File: src/rtl/elastic_join_buffered_pkg.sv
// Shared defaults and helpers for the buffered elastic join.
// Optional performance counters are enabled with ELASTIC_JOIN_PERF_EN.
package elastic_join_buffered_pkg;

  localparam int DATA_WIDTH_DEFAULT = 8;
  localparam int ELASTIC_BUF_DEPTH  = 2;

  // FIFO occupancy needs one bit more than the pointers so "full" is distinct from "empty".
  function automatic int cntBits(input int depth);
    return $clog2(depth) + 1;
  endfunction

endpackage

File: src/rtl/elastic_join_buffered_if.sv
// Handshake bundle between N producers, the join, and one consumer.
interface elastic_join_buffered_if
  import elastic_join_buffered_pkg::*;
#(
  parameter int N_INPUTS   = 2,
  parameter int DATA_WIDTH = DATA_WIDTH_DEFAULT
);

  logic [N_INPUTS-1:0][DATA_WIDTH-1:0] data_input;
  logic [N_INPUTS-1:0]                 valid_input;
  logic [N_INPUTS-1:0]                 stop_input;
  logic [N_INPUTS-1:0][DATA_WIDTH-1:0] data_output;
  logic                                valid_output;
  logic                                stop_output;

  modport master (
    output data_input, valid_input, stop_output,
    input  stop_input, data_output, valid_output
  );

  modport slave (
    input  data_input, valid_input, stop_output,
    output stop_input, data_output, valid_output
  );

endinterface

File: src/rtl/elastic_fifo.sv
// Per-channel FIFO of the elastic join; head_data is meaningful whenever empty is low.
module elastic_fifo
  import elastic_join_buffered_pkg::*;
#(
  parameter int DATA_WIDTH = DATA_WIDTH_DEFAULT,
  parameter int BUF_DEPTH  = ELASTIC_BUF_DEPTH
) (
  input  logic                  clk,
  input  logic                  reset,
  input  logic                  push,
  input  logic [DATA_WIDTH-1:0] push_data,
  input  logic                  pop,
  output logic [DATA_WIDTH-1:0] head_data,
  output logic                  full,
  output logic                  empty
);

  localparam int PW = $clog2(BUF_DEPTH);
  localparam int CW = cntBits(BUF_DEPTH);

  logic [DATA_WIDTH-1:0] mem_q [BUF_DEPTH];
  logic [PW-1:0]         wrPtr_q, rdPtr_q;
  logic [CW-1:0]         count_q, count_d;
  logic                  doPush, doPop;

  assign full      = (count_q == CW'(BUF_DEPTH));
  assign empty     = (count_q == '0);
  assign doPush    = push & ~full;
  assign doPop     = pop & ~empty;
  assign head_data = mem_q[rdPtr_q];
  assign count_d   = count_q + CW'(doPush) - CW'(doPop);

  always_ff @(posedge clk) begin
    if (doPush) begin
      mem_q[wrPtr_q] <= push_data;
    end
  end

  // Power-of-two depth lets the pointers wrap naturally.
  always_ff @(posedge clk) begin
    if (reset) begin
      wrPtr_q <= '0;
      rdPtr_q <= '0;
      count_q <= '0;
    end else begin
      if (doPush) wrPtr_q <= wrPtr_q + PW'(1);
      if (doPop)  rdPtr_q <= rdPtr_q + PW'(1);
      count_q <= count_d;
    end
  end

endmodule

File: src/rtl/elastic_join_buffered.sv
// N-input elastic join: per-channel FIFOs feed a registered output token.
// Defining ELASTIC_JOIN_PERF_EN adds saturating stall/starve counters.
module elastic_join_buffered
  import elastic_join_buffered_pkg::*;
#(
  parameter int N_INPUTS   = 2,
  parameter int DATA_WIDTH = DATA_WIDTH_DEFAULT,
  parameter int BUF_DEPTH  = ELASTIC_BUF_DEPTH
`ifdef ELASTIC_JOIN_PERF_EN
  , parameter int CNT_WIDTH = 16
`endif
) (
  input logic                   clk,
  input logic                   reset,
  elastic_join_buffered_if.slave bus
`ifdef ELASTIC_JOIN_PERF_EN
  , output logic [CNT_WIDTH-1:0] stall_count
  , output logic [CNT_WIDTH-1:0] starve_count
`endif
);

  logic [N_INPUTS-1:0]                 full, empty, accept;
  logic [N_INPUTS-1:0][DATA_WIDTH-1:0] head;
  logic [N_INPUTS-1:0][DATA_WIDTH-1:0] dataOut_q, dataOut_d;
  logic                                validOut_q, validOut_d;
  logic                                fire;

  // Backpressure depends only on reset and FIFO state, never on stop_output.
  assign bus.stop_input = {N_INPUTS{reset}} | full;
  assign accept         = bus.valid_input & ~bus.stop_input;
  assign fire           = (&(~empty)) & (~validOut_q | ~bus.stop_output);

  for (genvar g = 0; g < N_INPUTS; g++) begin : gChan
    elastic_fifo #(
      .DATA_WIDTH(DATA_WIDTH),
      .BUF_DEPTH (BUF_DEPTH)
    ) uFifo (
      .clk      (clk),
      .reset    (reset),
      .push     (accept[g]),
      .push_data(bus.data_input[g]),
      .pop      (fire),
      .head_data(head[g]),
      .full     (full[g]),
      .empty    (empty[g])
    );
  end

  always_comb begin
    dataOut_d  = dataOut_q;
    validOut_d = validOut_q;
    if (fire) begin
      dataOut_d  = head;
      validOut_d = 1'b1;
    end else if (!bus.stop_output) begin
      validOut_d = 1'b0;
    end
  end

  always_ff @(posedge clk) begin
    if (reset) begin
      dataOut_q  <= '0;
      validOut_q <= 1'b0;
    end else begin
      dataOut_q  <= dataOut_d;
      validOut_q <= validOut_d;
    end
  end

  assign bus.data_output  = dataOut_q;
  assign bus.valid_output = validOut_q;

`ifdef ELASTIC_JOIN_PERF_EN
  logic [CNT_WIDTH-1:0] stallCnt_q, stallCnt_d, starveCnt_q, starveCnt_d;

  // Starved means the join is blocked by missing operands while others back up.
  always_comb begin
    stallCnt_d  = stallCnt_q;
    starveCnt_d = starveCnt_q;
    if (validOut_q && bus.stop_output && stallCnt_q != '1)
      stallCnt_d = stallCnt_q + CNT_WIDTH'(1);
    if ((|full) && (|empty) && starveCnt_q != '1)
      starveCnt_d = starveCnt_q + CNT_WIDTH'(1);
  end

  always_ff @(posedge clk) begin
    if (reset) begin
      stallCnt_q  <= '0;
      starveCnt_q <= '0;
    end else begin
      stallCnt_q  <= stallCnt_d;
      starveCnt_q <= starveCnt_d;
    end
  end

  assign stall_count  = stallCnt_q;
  assign starve_count = starveCnt_q;
`endif

endmodule

File: src/flat_wrapper.sv
// flat-port wrapper written by rule: the top's interface ports become plain ports
module elastic_join_buffered_flat import elastic_join_buffered_pkg::*;
#(
  parameter int N_INPUTS   = 2,
  parameter int DATA_WIDTH = DATA_WIDTH_DEFAULT,
  parameter int BUF_DEPTH  = ELASTIC_BUF_DEPTH

)
  (clk, reset, bus_data_input, bus_valid_input, bus_stop_output, bus_stop_input, bus_data_output, bus_valid_output);
  elastic_join_buffered_if #(.N_INPUTS(N_INPUTS), .DATA_WIDTH(DATA_WIDTH)) bus_i ();
  input logic clk;
  input logic reset;
  input wire logic [$bits(bus_i.data_input)-1:0] bus_data_input;
  input wire logic [$bits(bus_i.valid_input)-1:0] bus_valid_input;
  input wire logic [$bits(bus_i.stop_output)-1:0] bus_stop_output;
  output wire logic [$bits(bus_i.stop_input)-1:0] bus_stop_input;
  output wire logic [$bits(bus_i.data_output)-1:0] bus_data_output;
  output wire logic [$bits(bus_i.valid_output)-1:0] bus_valid_output;
  assign bus_i.data_input = bus_data_input;
  assign bus_i.valid_input = bus_valid_input;
  assign bus_i.stop_output = bus_stop_output;
  assign bus_stop_input = bus_i.stop_input;
  assign bus_data_output = bus_i.data_output;
  assign bus_valid_output = bus_i.valid_output;
  elastic_join_buffered #(.N_INPUTS(N_INPUTS), .DATA_WIDTH(DATA_WIDTH), .BUF_DEPTH(BUF_DEPTH)) u_core (.clk(clk), .reset(reset), .bus(bus_i));
endmodule
File: config.mk
export PLATFORM = sky130hd
export DESIGN_NAME = elastic_join_buffered_flat
export DESIGN_NICKNAME = d
export VERILOG_FILES = /design/src/rtl/elastic_join_buffered_pkg.sv /design/src/rtl/elastic_join_buffered_if.sv /design/src/rtl/elastic_fifo.sv /design/src/rtl/elastic_join_buffered.sv /design/src/flat_wrapper.sv
export SDC_FILE = /design/constraint.sdc
export NUM_CORES = 1
export LEC_CHECK = 0
export CORE_MARGIN = 4
export CORE_UTILIZATION = 30
export CTS_BUF_LIST = sky130_fd_sc_hd__clkbuf_8
export DETAILED_ROUTE_END_ITERATION = 10
export DONT_BUFFER_PORTS = 1
export PLACE_DENSITY = 0.55
export SYNTH_ARGS = -nofsm -noshare
export SYNTH_HDL_FRONTEND = slang
export SYNTH_SLANG_ARGS = --single-unit
File: constraint.sdc
create_clock -name clk -period 5.1 [get_ports clk]
set_input_delay 0 -clock clk [delete_from_list [all_inputs] [get_ports clk]]
set_output_delay 0 -clock clk [all_outputs]
set_load 0.05 [all_outputs]
* After elaboration in Yosys (flattened, before gate mapping)
Memory sizes are Yosys's and may differ from the RTL's. A register that Yosys moved wholly into a read port is not among the register bits. Index checks and enable logic that the tools add are counted.
Operators by class: eq/ne operators 3, add/subtract/negate cells 8, mux-type cells 6, divide/modulo/power cells 0, shifts and indexed selects 0, multiply operators 0, reduce and logical (&&, ||, !) cells 3, magnitude comparators 0, bitwise operators 16
Operators by type and width (count):
- $mux 1 | 6
- $not 1->1 | 6
- $and 1x1->1 | 5
- $add 1x1->1 const B | 4
- $add 2x1->2 | 2
- $eq 2x2->1 const B | 2
- $logic_not 2->1 | 2
- $not 2->2 | 2
- $sub 2x1->2 | 2
- $and 2x2->2 | 1
- $ne 2x1->1 const B | 1
- $or 2x2->2 | 1
- $reduce_and 2->1 | 1
- $or 1x1->1 | 1
Word-level totals: output and inout port bits 19, logic and storage cells 45, memories kept 2, input port bits 21, bits in read-only memories 0, latch bits 0, register bits 9, bits in writable memories 32
Memory list:
- u_core.gChan[0].uFifo.mem_q | depth 2, width 8, rd ports 1, clocked after Yosys merged registers in 1, wr ports 1, RTL line elastic_fifo.sv:21 | logic [DATA_WIDTH-1:0] mem_q [BUF_DEPTH];
- u_core.gChan[1].uFifo.mem_q | depth 2, width 8, rd ports 1, clocked after Yosys merged registers in 1, wr ports 1, RTL line elastic_fifo.sv:21

* Longest topological paths before layout
depth in word-level cells 7, mapped depth 9, mapped depth without buffers 8

* Hierarchy
From an unflattened synthesis, not the netlist that was laid out.
Second synthesis, totals: cells, all modules 183, area, all modules 2417.3 um^2
Modules (own cells, without submodules):
- elastic_fifo | seq. area each 580.6 um^2, area each 810.8 um^2, instances 2, cells an instance 52
- elastic_join_buffered | seq. area each 340.3 um^2, area each 795.8 um^2, instances 1, cells an instance 79

* Worst setup path before layout
OpenSTA, ideal clock, no wires.
path kind register to register, start point register u_core.validOut_q, in the netlist u_core.bus.valid_output, end point register u_core.gChan[0].uFifo.count_q[1], path slack 3.104 ns, data arrival time 1.918 ns, buffers on the path 1, clock period less this slack 1.996 ns, cell stages (with the launch flop) 9, setup time 0.078 ns, data required time 5.022 ns, path through dfxtp_1 > a21oi_4 > buf_6 > ha_1 > inv_1 > ha_1 > xor2_1 > and2_1 > nor3_1
On the way: cells in the longest elaborated chain, start to end 5
RTL lines:
- start, declared | RTL line elastic_join_buffered.sv:25 | logic validOut_q, validOut_d;
- start signal, assigned | RTL line elastic_join_buffered.sv:66 | validOut_q <= validOut_d;
- $not 1->1 | RTL line elastic_join_buffered.sv:31 | assign fire = (&(~empty)) & (~validOut_q | ~bus.stop_output);
- $or 1x1->1 | RTL line elastic_join_buffered.sv:31
- $and 1x1->1 | RTL line elastic_join_buffered.sv:31
- $and 1x1->1 | RTL line elastic_fifo.sv:29 | assign doPop = pop & ~empty;
- net u_core.gChan[0].uFifo.doPop | RTL line elastic_fifo.sv:24 | logic doPush, doPop;
- $sub 2x1->2 | RTL line elastic_fifo.sv:31 | assign count_d = count_q + CW'(doPush) - CW'(doPop);
- end signal, assigned | RTL line elastic_fifo.sv:48 | count_q <= count_d;
- end, declared | RTL line elastic_fifo.sv:23 | logic [CW-1:0] count_q, count_d;
The timed path passes the listed nets, and every way through them passes these cells. A chain may end at the register's enable or synchronous reset.

* Worst setup path after layout
start point register u_core.validOut_q, in the netlist u_core.bus.valid_output, end point register u_core.dataOut_q (netlist bit u_core.bus.data_output[7]), read port of u_core.gChan[0].uFifo.mem_q
On the way: cells in the longest elaborated chain, start to end 3
RTL lines:
- $not 1->1 | RTL line elastic_join_buffered.sv:31
- $or 1x1->1 | RTL line elastic_join_buffered.sv:31
- $and 1x1->1 | RTL line elastic_join_buffered.sv:31
- end, declared | RTL line elastic_join_buffered.sv:24 | logic [N_INPUTS-1:0][DATA_WIDTH-1:0] dataOut_q, dataOut_d;
Every way passes these cells.

==> flow_summary.json <==
{
  "synth_area_leader_cell": "edfxtp_1",
  "core_area_um2": 7292,
  "totalWireLength_mm": 4.379,
  "crit_required_ns": 5.31,
  "reg2reg_setup_slack_ns": 2.87,
  "cts_tree": "yes",
  "yosysSeqAreaShare_pct": 64.42,
  "synth_edf_count": 32,
  "cp.arrival_ns": 2.45,
  "diodes": 0,
  "clk_pin_slew_worst_paths_ns": 0.06,
  "cts_root_buffer": "clkbuf_8",
  "worstMarginPinSlew_ns": 0.8586,
  "port_buffers": 0,
  "cts_resized": 0,
  "status": "finished, final reports clean",
  "fin_crit_ns": 2.232,
  "setup_viol": 0,
  "cpMaxStageDelayCell": "dfxtp_1",
  "powerDensity_nw_per_um2": 538.3,
  "fin_crit_sh_pct": 43.77,
  "path_max_fanout": 19,
  "cts_buffers": 9,
  "yosysUniqueCellTypes": 30,
  "ys_top_cells_by_area": "edfxtp_1 (42%), dfxtp_1 (22%), mux2i_1 (7.1%)",
  "rsz0062_at_grt": "false",
  "p_sw_w": 0.0005612,
  "synth_warnings": 0,
  "grt_max_degree": 27,
  "leakage_nw": 0.9240,
  "synth_flop_cell": "edfxtp_1",
  "wl_per_cell_um": 15.10,
  "drc": 0,
  "cp_num_buf_inv": 1,
  "end_kind": "register",
  "sw_frac_of_total_pct": 39.06,
  "cts.sinks": 57,
  "htreeDepth": 3,
  "drive_gt1_share_pct": 15.18,
  "viasPerCell": 4.469,
  "slew_viol_final": 0,
  "grt_pass1_wl_mm": 6.886,
  "crit_chain": "nand2_2, a21oi_1, a211oi_2, dlygate4sd3_1",
  "synth_top_area_share_pct": 42.36,
  "max_freq_ghz": 0.4480,
  "place.gp.congestion": 0.6342,
  "final_core_util_pct": 36.60,
  "first_global_vias": 1268,
  "via_count": 1296,
  "finalHoldViolCount": 0,
  "fp-row-count": 31,
  "critPathKind": "reg2reg",
  "synthCells": 163,
  "post-cts-setup-buffers": 0,
  "ys_ff_latch": 57,
  "hpwl_mm": 2.735,
  "first_iter_violations": 62,
  "fin_skew_ns": 0.007380,
  "drv_cap": 0,
  "slowest_delay_ns": 0.73,
  "synth_area_um2": 2268,
  "nets": 211,
  "combPwrFrac_pct": 20.4,
  "start_util_pct": 31.11,
  "worstHoldPathType": "in2reg",
  "die_w_um": 94.96,
  "finalSetupTns_ns": 0,
  "final_antenna_net_count": 0,
  "dieArea_um2": 9016,
  "postSynthAreaPerCell_um2": 13.92,
  "synth_nets": 188,
  "antenna_found_initial": 0,
  "die_h_um": 94.96,
  "crit_family": "flip-flops",
  "ir_drop_mv": 0.1643,
  "cts_buffer_depth": 2,
  "synthArstFlopShare_pct": 0,
  "clock_power_share_pct": 23.3,
  "drtPass1Iterations": 4,
  "gr-total-overflow": 0,
  "clk_latency_ns": 0.33,
  "slew_headroom_pct": 42.55,
  "p_int_w": 0.0008755,
  "start_kind": "register",
  "ioPinCount": 40,
  "area_delta_synth_final_pct": 17.65,
  "seqPwrFrac_pct": 56.4,
  "track_usage_pct": 10.59
}
[power groups by stage]
stage | clock network [W] | registers, W | logic (W)
2_1_floorplan | 0 | 0.000778 | 0.000285
3_3_place_gp | 0 | 0.000822 | 0.000268
3_5_place_dp | 0 | 0.000824 | 0.000273
4_1_cts | 0.000345 | 0.000814 | 0.000297
5_1_grt | 0.000363 | 0.000824 | 0.000332
6_report | 0.000334 | 0.000810 | 0.000293
[placed cells by master (no fill, tap or decap), drive strengths merged]
cell	n
dfxtp	25
and2	2
ha	4
o21ai	4
or3	2
nand2	3
nand3	2
o22a	1
nor2	8
a21oi	19
clkinv	5
or2	2
clkbuf	9
buf	1
nor2b	4
o22ai	1
a211oi	16
edfxtp	32
xor2	2
dlygate4sd3	20
inv	9
mux2i	16
o211ai	2
nor3	2
[logic make-up after synthesis]
| logic type | synth area share [%] |
|---|---|
| compound gates | 14.40 |
| xor+xnor | 0.7723 |
| fa+ha+maj | 2.206 |
| buf+inv | 5.515 |
| flops | 64.42 |
| mux | 7.060 |
| simple gates | 5.626 |
[metal layers]
layer | wire length, um | GRT usage [%]
met2 | 1918 | 14.86
met1 | 2007 | 13.51
met5 | 0 | 0
met3 | 358 | 4.781
met4 | 95 | 5.769
[per-stage QoR]
step	setup WS, ns	hold slack, ns	cells	power (W)	instance area (um2)
6_report	2.868	0.01647	290	0.001437	2669
5_1_grt	2.719	0.05665	290	0.001520	2669
4_1_cts	2.876	0.005093	290	0.001456	2669
3_5_place_dp	2.891	0.07239	253	0.001097	2293
3_3_place_gp	2.915	0.06949	253	0.001091	2293
2_1_floorplan	3.104	0.09887	163	0.001063	2268
[registers in the layout, summed over array words and instances, names as in the netlist]
signal,cells
u_core.bus.valid_output,1
u_core.gChan.uFifo.mem_q,32
u_core.gChan.uFifo.count_q,4
u_core.gChan.uFifo.rdPtr_q,2
u_core.bus.data_output,16
u_core.gChan.uFifo.wrPtr_q,2
[path summary, 6_finish.rpt]
path / start / end / depth (start not counted)
worst max register to register: u_core.bus.valid_output / u_core.bus.data_output[7] / 4
worst min register to register: u_core.gChan[0].uFifo.wrPtr_q / u_core.gChan[0].uFifo.wrPtr_q / 1
worst min-delay path: bus_stop_output / u_core.gChan[1].uFifo.rdPtr_q / 2
worst max-delay path: u_core.bus.valid_output / u_core.bus.data_output[7] / 4
[final cells by class]
type / instances / area [um2]
clock buffer: 9 / 123.9
clock inverter: 7 / 31.28
inverter: 7 / 26.28
sequential: 57 / 1461
timing repair buffer: 21 / 220.2
tap: 99 / 123.9
multi-input combinational: 90 / 681.9
fill: 753 / 4623
[synthesized netlist by cell type (2+ instances only)]
cell and number:
nand2_1 2, o211ai_1 2, nand3_1 2, buf_6 5, a211oi_1 8, inv_1 7
nor2b_1 4, dfxtp_1 25, xor2_1 2, a21oi_1 17, ha_1 4, o21ai_1 4
nor2_1 8, nor3_1 2, edfxtp_1 32, mux2i_1 16, or3_1 2, or2_2 2
a211oi_2 8
[timing repair]
| item | in CTS | in global routing |
|---|---|---|
| endpoints found under the setup margin | 0 | 0 |
| hold endpoints to repair | 57 | 0 |
| hold buffers | 21 | 0 |
Power figures use the tool's default switching activity.
